$ cat src/rtl/sync_fifo_pkg.sv
// Shared types and elaboration helpers for the parametrised single-clock FIFO.
// Status flags are bundled so the top can register them as one word.
package sync_fifo_pkg;

  typedef struct packed {
    logic full;
    logic empty;
    logic almost_full;
    logic almost_empty;
  } fifo_status_t;

  localparam fifo_status_t STATUS_RST = '{
    full:         1'b0,
    empty:        1'b1,
    almost_full:  1'b0,
    almost_empty: 1'b1
  };

  // Pointer width carries one extra wrap bit above the address bits.
  function automatic int ptr_w(input int depth);
    return $clog2(depth) + 1;
  endfunction

  function automatic bit is_pow2(input int v);
    return (v > 0) && ((v & (v - 1)) == 0);
  endfunction

  function automatic fifo_status_t status_of(input int cnt, input int depth,
                                             input int af_thresh, input int ae_thresh);
    fifo_status_t s;
    s.full         = (cnt == depth);
    s.empty        = (cnt == 0);
    s.almost_full  = (cnt >= af_thresh);
    s.almost_empty = (cnt <= ae_thresh);
    return s;
  endfunction

endpackage

$ cat src/rtl/fifo_mem.sv
// DEPTH x DATA_W storage: one synchronous write port, one registered read port.
// Read data appears one cycle after rd_en_i and holds until the next read; no backpressure.
module fifo_mem #(
  parameter int DATA_W = 8,
  parameter int DEPTH  = 16,
  parameter int ADDR_W = $clog2(DEPTH)
) (
  input  logic              clk_i,
  input  logic              rst_ni,
  input  logic              wr_en_i,
  input  logic [ADDR_W-1:0] wr_addr_i,
  input  logic [DATA_W-1:0] wr_data_i,
  input  logic              rd_en_i,
  input  logic [ADDR_W-1:0] rd_addr_i,
  output logic [DATA_W-1:0] rd_data_o
);

  logic [DATA_W-1:0] mem_q [DEPTH];
  logic [DATA_W-1:0] rd_data_q;

  // Storage array is intentionally left unreset.
  always_ff @(posedge clk_i) begin
    if (wr_en_i) begin
      mem_q[wr_addr_i] <= wr_data_i;
    end
  end

  always_ff @(posedge clk_i or negedge rst_ni) begin
    if (!rst_ni) begin
      rd_data_q <= '0;
    end else if (rd_en_i) begin
      rd_data_q <= mem_q[rd_addr_i];
    end
  end

  assign rd_data_o = rd_data_q;

endmodule

$ cat src/rtl/sync_fifo_param.sv
// Parametrised single-clock FIFO with occupancy, almost flags, flush and sticky errors.
// 1-cycle registered read latency; writes when full (without a read) are dropped and flagged.
module sync_fifo_param
  import sync_fifo_pkg::*;
#(
  parameter int DATA_W    = 8,
  parameter int DEPTH     = 16,
  parameter int AF_THRESH = DEPTH - 2,
  parameter int AE_THRESH = 2
) (
  input  logic                   clk,
  input  logic                   rst,
  input  logic                   clr,
  input  logic                   wr,
  input  logic [DATA_W-1:0]      d_in,
  input  logic                   rd,
  output logic [DATA_W-1:0]      d_out,
  output logic                   full,
  output logic                   empty,
  output logic                   almost_full,
  output logic                   almost_empty,
  output logic [$clog2(DEPTH):0] count,
  output logic                   overflow,
  output logic                   underflow
);

  localparam int PTR_W  = ptr_w(DEPTH);
  localparam int ADDR_W = PTR_W - 1;

  if (!is_pow2(DEPTH) || DEPTH < 4) begin : g_bad_depth
    $error("sync_fifo_param: DEPTH must be a power of 2 and at least 4");
  end

  if (!(AE_THRESH < AF_THRESH && AF_THRESH <= DEPTH)) begin : g_bad_thresh
    $error("sync_fifo_param: thresholds must satisfy AE_THRESH < AF_THRESH <= DEPTH");
  end

  logic [PTR_W-1:0] wr_ptr_q, wr_ptr_d;
  logic [PTR_W-1:0] rd_ptr_q, rd_ptr_d;
  logic [PTR_W-1:0] count_q,  count_d;
  fifo_status_t     status_q, status_d;
  logic             ovf_q, ovf_d;
  logic             unf_q, unf_d;
  logic             wr_ok, rd_ok;

  // Flush wins over both requests; a full FIFO still accepts a write paired with a read.
  always_comb begin
    wr_ok = !clr && wr && (!status_q.full || rd);
    rd_ok = !clr && rd && !status_q.empty;
  end

  always_comb begin
    wr_ptr_d = wr_ptr_q;
    rd_ptr_d = rd_ptr_q;
    count_d  = count_q;
    ovf_d    = ovf_q;
    unf_d    = unf_q;
    if (clr) begin
      wr_ptr_d = '0;
      rd_ptr_d = '0;
      count_d  = '0;
      ovf_d    = 1'b0;
      unf_d    = 1'b0;
    end else begin
      if (wr_ok) begin
        wr_ptr_d = wr_ptr_q + PTR_W'(1);
      end
      if (rd_ok) begin
        rd_ptr_d = rd_ptr_q + PTR_W'(1);
      end
      unique case ({wr_ok, rd_ok})
        2'b10:   count_d = count_q + PTR_W'(1);
        2'b01:   count_d = count_q - PTR_W'(1);
        default: count_d = count_q;
      endcase
      if (wr && status_q.full && !rd) begin
        ovf_d = 1'b1;
      end
      if (rd && status_q.empty) begin
        unf_d = 1'b1;
      end
    end
  end

  // Flags track the post-edge occupancy so they change on the same edge as count.
  always_comb begin
    status_d = status_of(int'(count_d), DEPTH, AF_THRESH, AE_THRESH);
  end

  always_ff @(posedge clk or negedge rst) begin
    if (!rst) begin
      wr_ptr_q <= '0;
      rd_ptr_q <= '0;
      count_q  <= '0;
      status_q <= STATUS_RST;
      ovf_q    <= 1'b0;
      unf_q    <= 1'b0;
    end else begin
      wr_ptr_q <= wr_ptr_d;
      rd_ptr_q <= rd_ptr_d;
      count_q  <= count_d;
      status_q <= status_d;
      ovf_q    <= ovf_d;
      unf_q    <= unf_d;
    end
  end

  fifo_mem #(
    .DATA_W (DATA_W),
    .DEPTH  (DEPTH),
    .ADDR_W (ADDR_W)
  ) u_mem (
    .clk_i     (clk),
    .rst_ni    (rst),
    .wr_en_i   (wr_ok),
    .wr_addr_i (wr_ptr_q[ADDR_W-1:0]),
    .wr_data_i (d_in),
    .rd_en_i   (rd_ok),
    .rd_addr_i (rd_ptr_q[ADDR_W-1:0]),
    .rd_data_o (d_out)
  );

  assign count        = count_q;
  assign full         = status_q.full;
  assign empty        = status_q.empty;
  assign almost_full  = status_q.almost_full;
  assign almost_empty = status_q.almost_empty;
  assign overflow     = ovf_q;
  assign underflow    = unf_q;

  // Wrap-bit pointer distance must always agree with the tracked occupancy.
  a_ptr_count: assert property (@(posedge clk) disable iff (!rst)
    (PTR_W'(wr_ptr_q - rd_ptr_q) == count_q));

endmodule

$ cat config.mk
export PLATFORM = sky130hd
export DESIGN_NAME = sync_fifo_param
export DESIGN_NICKNAME = d
export VERILOG_FILES = /design/src/rtl/sync_fifo_pkg.sv /design/src/rtl/fifo_mem.sv /design/src/rtl/sync_fifo_param.sv
export SDC_FILE = /design/constraint.sdc
export NUM_CORES = 1
export LEC_CHECK = 0
export ABC_AREA = 1
export CAP_MARGIN = 20
export CORE_MARGIN = 5
export CORE_UTILIZATION = 62
export CTS_BUF_LIST = sky130_fd_sc_hd__clkbuf_2 sky130_fd_sc_hd__clkbuf_4 sky130_fd_sc_hd__clkbuf_8
export DETAILED_ROUTE_END_ITERATION = 16
export HOLD_SLACK_MARGIN = 0.05
export PLACE_DENSITY = 0.89
export SYNTH_ARGS = -nofsm -noshare
export SYNTH_HDL_FRONTEND = slang
export SYNTH_SLANG_ARGS = --single-unit
$ cat constraint.sdc
create_clock -name clk -period 2.72 [get_ports clk]
set_clock_uncertainty 0.2 [all_clocks]
set_input_delay 0.544 -clock clk [delete_from_list [all_inputs] [get_ports clk]]
set_output_delay 0.544 -clock clk [all_outputs]
set_load 0.01 [all_outputs]
Word-level counts from Yosys, hierarchy flattened
Memories as Yosys holds them, arrays and structs flattened. A register that Yosys moved wholly into a read port is not among the register bits.
Index checks and enable logic that the tools add are counted.
{ "classes": {"n_lt_le_gt_ge": 2, "muxes": 12, "add_sub_neg": 4, "reduce_logical": 18, "eq_ne": 3} }
{ "ops": {"columns": ["cell", "n"], "rows": [
  ["2-to-1 mux 5 bit", 5],
  ["adder 5 x 1 -> 5 bit (second input constant)", 3],
  ["one-hot mux 5 bit (2 select lines)", 1],
  ["nonzero test 2 bit", 4],
  ["logical AND 1 bit", 7],
  ["2-to-1 mux 1 bit", 6],
  ["equality test 5 bit (second input constant)", 1],
  [">= comparator 5 x 4 -> 1 bit (second input constant)", 1],
  ["less-or-equal comparator 5 x 2 -> 1 bit (second input constant)", 1],
  ["zero test 1 bit", 5],
  ["zero test 5 bit", 1],
  ["subtractor 5 x 1 -> 5 bit (second input constant)", 1],
  ["equality test 2 x 1 -> 1 bit (second input constant)", 1],
  ["equality test 2 bit (second input constant)", 1],
  ["logical OR 1 bit", 1]
]} }
{ "word_totals": {"register_bits": 21, "wordCells": 49, "mem_bits_rw": 128, "out_inout_bits": 19, "input_bits": 13, "n_memories": 1} }
{ "memory_table": {"columns": ["memory", "words", "width", "read_ports", "rd_clocked_by_memory_dff", "wr", "line_no", "text"], "rows": [
  ["u_mem.mem_q", 16, 8, 1, 1, 1, "fifo_mem.sv:18", "logic [DATA_W-1:0] mem_q [DEPTH];"]
]} }

Logic depth before layout (Yosys ltp)
{ "depth": {"depth_word": 7, "mapped_depth": 18} }

Hierarchy
Synthesis repeated with hierarchy kept, for this count alone.
{ "hier_totals": {"cells_unflattened": 612, "hier_area_um2": 6692.7} }
{ "modules_own_cells": {"columns": ["mod", "cells_each", "area_each_um2", "n_inst"], "rows": [
  ["fifo_mem", 483, 5635.4, 1],
  ["sync_fifo_param", 129, 1057.3, 1]
]} }

Least setup slack after synthesis
Ideal clock, no wire load.
{ "synth_timing": {"path_kind": "in2reg", "startpoint": "input clr", "endpoint": "register status_q, in the netlist empty", "path_stages": 16, "n_path_buf": 3, "t_arrival_ns": 2.483, "path_slack_ns": -0.030, "setup_ns": 0.067, "required_time_ns": 2.453, "cell_sequence": "buf_2 nor3_2 buf_4 buf_4 ha_1 nand2_1 inv_1 nor2_2 ha_1 nor2_1 nor2_1 nand2_1 nand2_1 a21oi_1 nand2_2 nor2_1"} }
{ "synth_rtl": {"columns": ["item", "line_no", "text"], "rows": [
  ["start, declared", "sync_fifo_param.sv:13", "input logic clr,"],
  ["end signal, assigned", "sync_fifo_param.sv:102", "status_q <= status_d;"],
  ["end, declared", "sync_fifo_param.sv:41", "fifo_status_t status_q, status_d;"]
]} }

==> flow_metrics.tcl <==
set metrics [dict create \
    status "completed" \
    synth.distinct_cells 27 \
    syn_to_final_growth_pct 14.7 \
    yosysTopAreaCell "edfxtp_1" \
    ant_nets 0 \
    min_path_type "input pin to asynchronous set/reset pin" \
    dpl.cell_count 771 \
    syn_inst 597 \
    critPathLaunchType "input pin" \
    rsz0062_at_grt "false" \
    synthMostInstantiatedCell "nand2_1" \
    post_cts_buffers 0 \
    grt_overflow 0 \
    hold_viol_final 0 \
    clk_pin_slew_ps 80 \
    tightest_slew_ps 691 \
    timing.fmax_mhz 394 \
    die-height_um 113 \
    whs_ps 269 \
    vias 4710 \
    maxCapViolCount 0 \
    endpoint "empty$_DFF_PN1_" \
    synth_seq_cells 155 \
    ys_warn_count 0 \
    clockRootBuffer "clkbuf_8" \
    ys_seq_area_share_pct 68.4 \
    rr_startpoint "empty$_DFF_PN1_" \
    dieArea_um2 12800 \
    grt_max_degree 35 \
    die_x_um 113 \
    maxSlewViolCount 0 \
    synth_edf_count 128 \
    grt_util_all_layers_pct 24.7 \
    synth_area_um2 6610 \
    slew_headroom_pct 53.8 \
    postRouteWirelength_mm 15.1 \
    cts_buffers 17 \
    place_area_um2 7140 \
    reg2reg_to "empty$_DFF_PN1_" \
    clk_latency_ps 450 \
    port_buffers 31 \
    instances_no_fill 801 \
    period_share_pct 93.4 \
    drtIter0Drc 700 \
    tritoncts "done" \
    avgSynthCellArea_um2 11.1 \
    routabilityCongestion 0.850 \
    grt_pass1_wl_mm 24.0 \
    diodes 0 \
    final_util_pct 73.1 \
    post-route-min-period_ps 2540 \
    yosys-top-cells-count "nand2_1, edfxtp_1, nand3_1" \
    synth_fp_nets 618 \
    cp_max_fo 6 \
    synth_top_area_share_pct 58.1 \
    worst-r2r-cell-count 10 \
    drc 0 \
    p_per_area_nw_per_um2 780 \
    nets 675 \
    crit_required_ps 2900 \
    clock_sinks 155 \
    hpwl_mm 9.51 \
    cts_resized 0 \
    clockBufferDepth 2 \
    htreeDepth 4 \
    synthTopCellsByArea "edfxtp_1, nand2_1, dfrtp_1" \
    worstSetupPathType "input pin to flip-flop" \
    async_flop_share_pct 17.4 \
    power_leakage_uw 0.00296 \
    coreArea_um2 10400 \
    grt_pass1_vias 4570 \
    cts-hold-fix-buffers 0 \
    via_per_inst 5.88 \
    layout-drive-gt1-share_pct 12.9 \
    synthFlopType "edfxtp_1" \
    arrival_ps 2720 \
    initial_core_util_pct 63.7 \
    finalSetupViolCount 0 \
    wl_per_cell_um 18.8 \
    io_pins 32 \
    fin_area_um2 7580 \
    end_kind "flip-flop" \
    grt_antenna_before_repair 0 \
    r2r_slack_ps 450 \
    cp-startpoint "clr" \
    rows 37 \
    first_pass_iters 5 \
    irDropWorstVdd_mv 0.551 \
]
layout make-up:
| cell class | count | area, µm² |
|---|---|---|
| multi-input cells | 389 | 1780 |
| clock buffers | 17 | 234 |
| flip-flops and latches | 155 | 4520 |
| inverters | 25 | 93.8 |
| clock inverters | 13 | 201 |
| repair buffers | 66 | 573 |
| fillers | 631 | 2790 |
| well taps | 136 | 170 |
cells by family (layout without fill, tap and decap cells):
group,after synthesis,in the layout,share of synthesized area (%)
and+or+nand+nor,353,353,22.9
DFF,155,155,68.4
buffers and inverters,53,121,4.64
AOI/OAI and AO/OA,27,27,2.42
adders and majority gates,8,8,1.51
xor gates and xnor gates,1,1,0.133
worst max-delay path: stages:
cell,delay [ps]
clkdlybuf4s50_1,540
nor3_2,260
ha_2,240
nand2_1,50
inv_1,80
nor2_2,50
ha_1,260
nor2_1,110
nor2_1,50
nand2_1,130
nand2_1,80
a21oi_1,150
nand2_2,80
nor2_1,100
cells in the final DEF, fill, tap and decap left out, drive strengths merged:
master         synthesis  final
clkbuf                 1     17
clkinvlp               0      2
o21ai                  9      9
nand2                200    200
xor2                   1      1
edfxtp               128    128
clkdlybuf4s50          0     31
dfstp                  2      2
inv                   25     25
dfrtp                 25     25
nor3                   2      2
clkinv                 0      6
nor2                  32     32
ha                     8      8
bufinv                 0      5
o21a                   8      8
a21oi                  8      8
or2                    2      2
a31oi                  1      1
nand3                116    116
a22o                   1      1
buf                   27     35
nand4                  1      1
routing by layer:
| metal | global-route usage [%] | up-vias | part of all wire (%) |
|---|---|---|---|
| li1 | - | 2155 | - |
| met3 | 6.58 | 55 | 9.5 |
| met1 | 31.0 | 2201 | 38 |
| met4 | 10.6 | 0 | 3.7 |
| met5 | 0 | - | 0 |
| met2 | 40.6 | 299 | 49 |
power by group:
part	internal, µW	switching [µW]
clock	1070	815
combinational	480	735
sequential	2700	109
total	4260	1660
worst min-delay path by stage:
| stage | to | slack (ps) | from |
|---|---|---|---|
| after global placement | underflow$_DFFE_PN0P_ | 280 | underflow$_DFFE_PN0P_ |
| after global routing | count[3]$_DFF_PN0_ | 300 | rst |
| after floorplan | almost_full$_DFF_PN0_ | 50 | rst |
| after detailed placement | u_mem.rd_data_o[7]$_DFFE_PN0P_ | 290 | u_mem.rd_data_o[7]$_DFFE_PN0P_ |
| after CTS | count[3]$_DFF_PN0_ | 270 | rst |
| final | count[3]$_DFF_PN0_ | 270 | rst |
metrics by stage:
stage,total power [µW],setup TNS (ps),setup WS [ps]
5_1_grt,6180,0,18.2
3_3_place_gp,4000,-553,-149
4_1_cts,5930,0,182
3_5_place_dp,4050,-1110,-230
2_1_floorplan,3610,0,7.94
6_report,5920,0,180
flip-flops by register name (all words and copies together), names as in the netlist:
name and count:
full 1, underflow 1, count 5, almost_full 1, rd_ptr_q 4, almost_empty 1, empty 1, wr_ptr_q 4
u_mem.mem_q 128, u_mem.rd_data_o 8, overflow 1
No activity file was read; power rests on OpenSTA's default activity.
